File: config.mk
export PLATFORM = sky130hd
export DESIGN_NAME = signed_comparator
export DESIGN_NICKNAME = d
export VERILOG_FILES = /design/src/rtl/alu_pkg.sv /design/src/rtl/unsigned_magnitude_cmp.sv /design/src/rtl/signed_comparator.sv
export SDC_FILE = /design/constraint.sdc
export NUM_CORES = 1
export LEC_CHECK = 0
export BUFFER_PORTS_ARGS = -buffer_cell sky130_fd_sc_hd__buf_2
export CORE_AREA = 2 2 39 41
export CTS_CLUSTER_SIZE = 16
export DETAILED_ROUTE_END_ITERATION = 8
export DIE_AREA = 0 0 41 43
export HOLD_SLACK_MARGIN = 0.05
export PLACE_DENSITY_LB_ADDON = 0.2
export SYNTH_ARGS = -nofsm -noshare
export SYNTH_HDL_FRONTEND = slang
export SYNTH_SLANG_ARGS = --single-unit
File: constraint.sdc
create_clock -name clk -period 2.55 [get_ports clk]
set_clock_uncertainty 0.2 [all_clocks]
set_input_delay 0.3825 -clock clk [delete_from_list [all_inputs] [get_ports clk]]
set_output_delay 0.3825 -clock clk [all_outputs]
set_load 0.02 [all_outputs]
File: src/rtl/alu_pkg.sv
// Shared ALU datapath constants.
//   ALU_WIDTH : default operand width of the ALU datapath, in bits.
package alu_pkg;

    localparam int unsigned ALU_WIDTH = 8;

endpackage

File: src/rtl/unsigned_magnitude_cmp.sv
// Unsigned magnitude comparator, MSB-first ripple.
// Ports:
//   x  : operand X, W bits, unsigned
//   y  : operand Y, W bits, unsigned
//   gt : 1 iff x > y
//   eq : 1 iff x == y
module unsigned_magnitude_cmp
    import alu_pkg::*;
#(
    parameter int unsigned W = ALU_WIDTH - 1
) (
    input  logic [W-1:0] x,
    input  logic [W-1:0] y,
    output logic         gt,
    output logic         eq
);

    // Walk from the MSB down: the first bit position where the operands
    // differ decides gt; eq survives only if every bit matched.
    always_comb begin
        gt = 1'b0;
        eq = 1'b1;
        for (int unsigned k = 0; k < W; k++) begin
            gt = gt | (eq & x[W-1-k] & ~y[W-1-k]);
            eq = eq & (x[W-1-k] ~^ y[W-1-k]);
        end
    end

endmodule

File: src/rtl/signed_comparator.sv
// Registered two's-complement comparator for the ALU flag logic.
// Ports:
//   clk          : rising-edge clock
//   rst          : synchronous active-high reset
//   valid_in     : a/b valid this cycle, compare them
//   a, b         : SIZE-bit two's-complement operands
//   valid_out    : flags hold the result of the previous valid_in cycle
//   is_a_greater : signed(a) > signed(b), held while valid_in is low
//   equal        : a == b bitwise, held while valid_in is low
module signed_comparator
    import alu_pkg::*;
#(
    parameter int unsigned SIZE = ALU_WIDTH
) (
    input  logic            clk,
    input  logic            rst,
    input  logic            valid_in,
    input  logic [SIZE-1:0] a,
    input  logic [SIZE-1:0] b,
    output logic            valid_out,
    output logic            is_a_greater,
    output logic            equal
);

    logic mag_gt;
    logic mag_eq;
    logic sign_a;
    logic sign_b;
    logic cmp_gt;
    logic cmp_eq;

    logic valid_q;
    logic gt_q;
    logic gt_d;
    logic eq_q;
    logic eq_d;

    assign sign_a = a[SIZE-1];
    assign sign_b = b[SIZE-1];

    unsigned_magnitude_cmp #(
        .W (SIZE - 1)
    ) u_mag_cmp (
        .x  (a[SIZE-2:0]),
        .y  (b[SIZE-2:0]),
        .gt (mag_gt),
        .eq (mag_eq)
    );

    // Differing signs: the non-negative operand wins. Equal signs: the
    // magnitude bits order the values the same way for both signs.
    always_comb begin
        cmp_eq = mag_eq & (sign_a ~^ sign_b);
        if (sign_a != sign_b) begin
            cmp_gt = ~sign_a;
        end else begin
            cmp_gt = mag_gt;
        end
    end

    // Flags only load on valid_in so the last result persists.
    always_comb begin
        gt_d = valid_in ? cmp_gt : gt_q;
        eq_d = valid_in ? cmp_eq : eq_q;
    end

    always_ff @(posedge clk) begin
        if (rst) begin
            valid_q <= 1'b0;
            gt_q    <= 1'b0;
            eq_q    <= 1'b0;
        end else begin
            valid_q <= valid_in;
            gt_q    <= gt_d;
            eq_q    <= eq_d;
        end
    end

    assign valid_out    = valid_q;
    assign is_a_greater = gt_q;
    assign equal        = eq_q;

endmodule

# Word level (Yosys, flattened, before mapping)

Cells that the tools add are included.
W data, S select, Z words.

Input port bits: 19
Register bits after elaboration: 3
Output and inout bits: 3
Logic and storage cells: 47

Multiplexer cells: 1
Equality and inequality tests: 1
Bitwise logic cells: 42

Operators with widths:

| operator       | count |
|---|---|
| $and A1 B1 Y1  | 20 |
| $not A1 Y1     | 8 |
| $xnor A1 B1 Y1 | 8 |
| $or A1 B1 Y1   | 6 |
| $mux W1        | 1 |
| $ne A1 B1 Y1   | 1 |

# Longest topological paths before layout

Word-level depth: 10
Depth in mapped cells: 7
Depth with buffers taken out: 7

# Modules after synthesis

Synthesis repeated with hierarchy kept, for this count alone.

Cells, all modules: 35
Area total of the unflattened synthesis: 285.3 um^2

Modules (own cells, without submodules):

| module                 | sequential area each (um^2) | cells each | times used | area an instance (um^2) |
|---|---|---|---|---|
| unsigned_magnitude_cmp | 0.0                         | 23         | 1          | 170.2 |
| signed_comparator      | 60.1                        | 12         | 1          | 115.1 |

# Worst setup path after synthesis

OpenSTA, ideal clock, no wires.

Path kind: in2reg
Start: in b[6]
End: reg eq_q, in the netlist equal
Buffers on the path: 0
Required time: 2280 ps
Arrival time: 1460 ps
Stages on the path: 7
Setup slack: 821 ps
Library setup time: 70 ps
Path through: inv_1 -> ha_1 -> nand2_1 -> a211o_1 -> nor4_1 -> nand4_1 -> a21oi_1

Cells in the longest elaborated chain, start to end: 8

RTL lines:

| what                        | line                         | RTL |
|---|---|---|
| start, declared             | signed_comparator.sv:19      | `input logic [SIZE-1:0] b,` |
| $xnor A1 B1 Y1              | unsigned_magnitude_cmp.sv:25 | `eq = eq & (x[W-1-k] ~^ y[W-1-k]);` |
| $and A1 B1 Y1 (6 in series) | unsigned_magnitude_cmp.sv:25 |  |
| $and A1 B1 Y1               | signed_comparator.sv:53      | `cmp_eq = mag_eq & (sign_a ~^ sign_b);` |
| end signal, assigned        | signed_comparator.sv:75      | `eq_q <= eq_d;` |
| end, declared               | signed_comparator.sv:35      | `logic eq_q;` |

Every way passes these cells.
A chain may end at the register's enable or synchronous reset.

# Worst setup path after layout

Ends and elaborated chain as after synthesis.

==> qor.yml <==
flow_run:
  maxCapViolations: 0
logic_synthesis:
  synth_cell_types: 20
  syn_inst: 40
  syn-num-nets: 60
  netlist_area_um2: 285
  avgSynthCellArea_um2: 7.13
  yosysWarnings: 0
  yosys_register_bits: 3
  ys_seq_area_frac: 0.211
floorplan:
  io_pins: 22
  die_area_um2: 1760
  coreArea_um2: 1380
  die_x_um: 41
  fp-row-count: 14
  initial_core_util: 0.206
  die_y_um: 43
worst_setup_path:
  cpPeakStageDelay_ns: 0.31
  critPathKind: "in2reg"
  cp-end-kind: "flip-flop"
  r2r_cells: 4
  cp-start-kind: "input port"
  rrSetupSlack_ns: 1.70
  cp_slowest_cell: "nor4_1"
  r2r-start: "is_a_greater"
  cp_data_arrival_time_ns: 1.67
  crit_fanout: 3
  path_cells: "buf_2, inv_1, ha_1, nand2_1, a211o_1, nor4_1, nand4_1, a21oi_1"
  worstSetupStartpoint: "b[6]"
  cp.required_ns: 2.52
clock_tree:
  clock_sinks: 3
  clockRootBuffer: "clkbuf_4"
  cts.reportedPaths.clkPinSlew_ns: 0.04
  cts_buffer_depth: 2
  htree_levels: 1
  post_cts_resize_count: 0
  ctsHoldBuffers: 0
  cts_setup_buffers: 0
  numCtsBuffers: 3
  clk_latency_ns: 0.24
  cts_tree: "built"
global_route:
  antenna_found_initial: 0
  grt_max_degree: 6
  grt_pass1_vias: 331
  grt.overflow.total: 0
  grt_pass1_wl_mm: 1.21
  track_usage: 0.102
place:
  io_buffers: 21
  post-dp-hpwl_um: 594
  gp_congestion: 0.690
timing:
  slew_headroom: 0.824
  finalSetupViolCount: 0
  maxSlewViolCount: 0
  worst_pin_slew_ns: 0.262
  hold_violations: 0
  tns_ns: 0
  finalCritPeriodShare: 0.665
  fmax_ghz: 0.590
  rsz0062_at_grt: "no"
  finalCriticalPeriod_ns: 1.69
finish:
  mostFrequentLayoutCells: "buf_2 (21), inv_1 (5), nor2b_1 (5)"
  drive_gt1_frac: 0.385
  fin_util: 0.316
  mostFrequentLayoutCell: "buf_2"
  fillCellCount: 164
  multi_input_area_um2: 206
  areaGrowthSynthToFinish_pct: 53.1
  regArea_um2: 60.1
  num_antenna_cells: 0
  finish.net_count: 86
drt:
  ant_nets: 0
  routedWlPerCell_um: 8.68
  wl_um: 703
  drc: 0
  first_pass_iters: 3
  vias: 362
  routed_via_density: 4.47
  drt_iter0_drc: 2
worst_hold_path:
  hp-class: "in2reg"
  hold_start: "rst"
  worstHoldPathCells: 2
power:
  vdd_drop_max_mv: 0.174
  p_total_uw: 185
  leakagePower_nw: 0.222
  pwr_density_cell_nw_per_um2: 424
outcome:
  status: "completed"
-- worst paths after layout --
path / endpoint
setup / recovery: equal
hold / removal: equal
setup reg to reg: is_a_greater
hold reg to reg: equal
-- report_power, final --
| part | internal [mW] | switching (mW) |
|---|---|---|
| clock network | 0.0588 | 0.0265 |
| logic | 0.0250 | 0.0243 |
| registers | 0.0496 | 0.000786 |
| total | 0.133 | 0.0516 |
-- cells by family (layout without fill, tap and decap cells) --
group | Yosys count | after routing | share of synthesized area
and+or+nand+nor | 17 | 17 | 0.338
buffers and inverters | 5 | 30 | 0.0658
AOI/OAI and AO/OA | 11 | 11 | 0.246
adders and majority gates | 2 | 2 | 0.0789
DFF | 3 | 3 | 0.211
xor gates and xnor gates | 2 | 2 | 0.0614
-- critical path, delay by kind of cell --
kind	cells	cell delay [ns]
compound gates	2	0.39
fa+ha+maj	1	0.28
buf+inv	2	0.11
simple gates	3	0.50
-- metal layers --
| metal | GRT usage | vias up | share of wire |
|---|---|---|---|
| li1 | - | 190 | - |
| met1 | 0.111 | 156 | 0.44 |
| met2 | 0.163 | 16 | 0.45 |
| met3 | 0.0628 | 0 | 0.11 |
| met4 | 0.0200 | 0 | 0 |
| met5 | 0 | - | 0 |
-- sequential cells by signal, summed over array words and instances (netlist names) --
| name | count |
|---|---|
| valid_out | 1 |
| equal | 1 |
| is_a_greater | 1 |
-- synthesized netlist by cell type --
master | n | area, um2
nor2b_2 | 1 | 8.76
a21oi_1 | 3 | 15.0
o21ai_0 | 3 | 15.0
a21boi_0 | 1 | 7.51
nor3b_1 | 1 | 7.51
a2bb2oi_1 | 2 | 17.5
ha_1 | 1 | 12.5
a211o_1 | 1 | 8.76
dfxtp_1 | 3 | 60.1
nor2_1 | 3 | 11.3
maj3_1 | 1 | 10.0
inv_1 | 5 | 18.8
nand2b_1 | 1 | 6.26
nor4_1 | 2 | 12.5
nand4_1 | 1 | 6.26
nand2_1 | 2 | 7.51
nor3_1 | 1 | 5.00
nor2b_1 | 5 | 31.3
a31oi_1 | 1 | 6.26
xor2_1 | 2 | 17.5
-- metrics by stage --
stage	std cells	setup slack [ns]	cell area (um2)	hold slack (ns)
final	81	0.855	437	0.166
after global routing	81	0.743	437	0.162
after CTS	81	0.865	437	0.161
after detailed placement	77	0.615	410	0.260
after global placement	77	0.660	410	0.261
after floorplan	40	0.821	285	0.252
-- final cells by class --
| cell class | instances | share of cell area |
|---|---|---|
| well taps | 16 | 0.0458 |
| clock buffers | 4 | 0.0602 |
| flip-flops and latches | 3 | 0.138 |
| inverters | 5 | 0.0430 |
| repair buffers | 21 | 0.241 |
| multi-input cells | 32 | 0.473 |
Power figures use the tool's default switching activity.
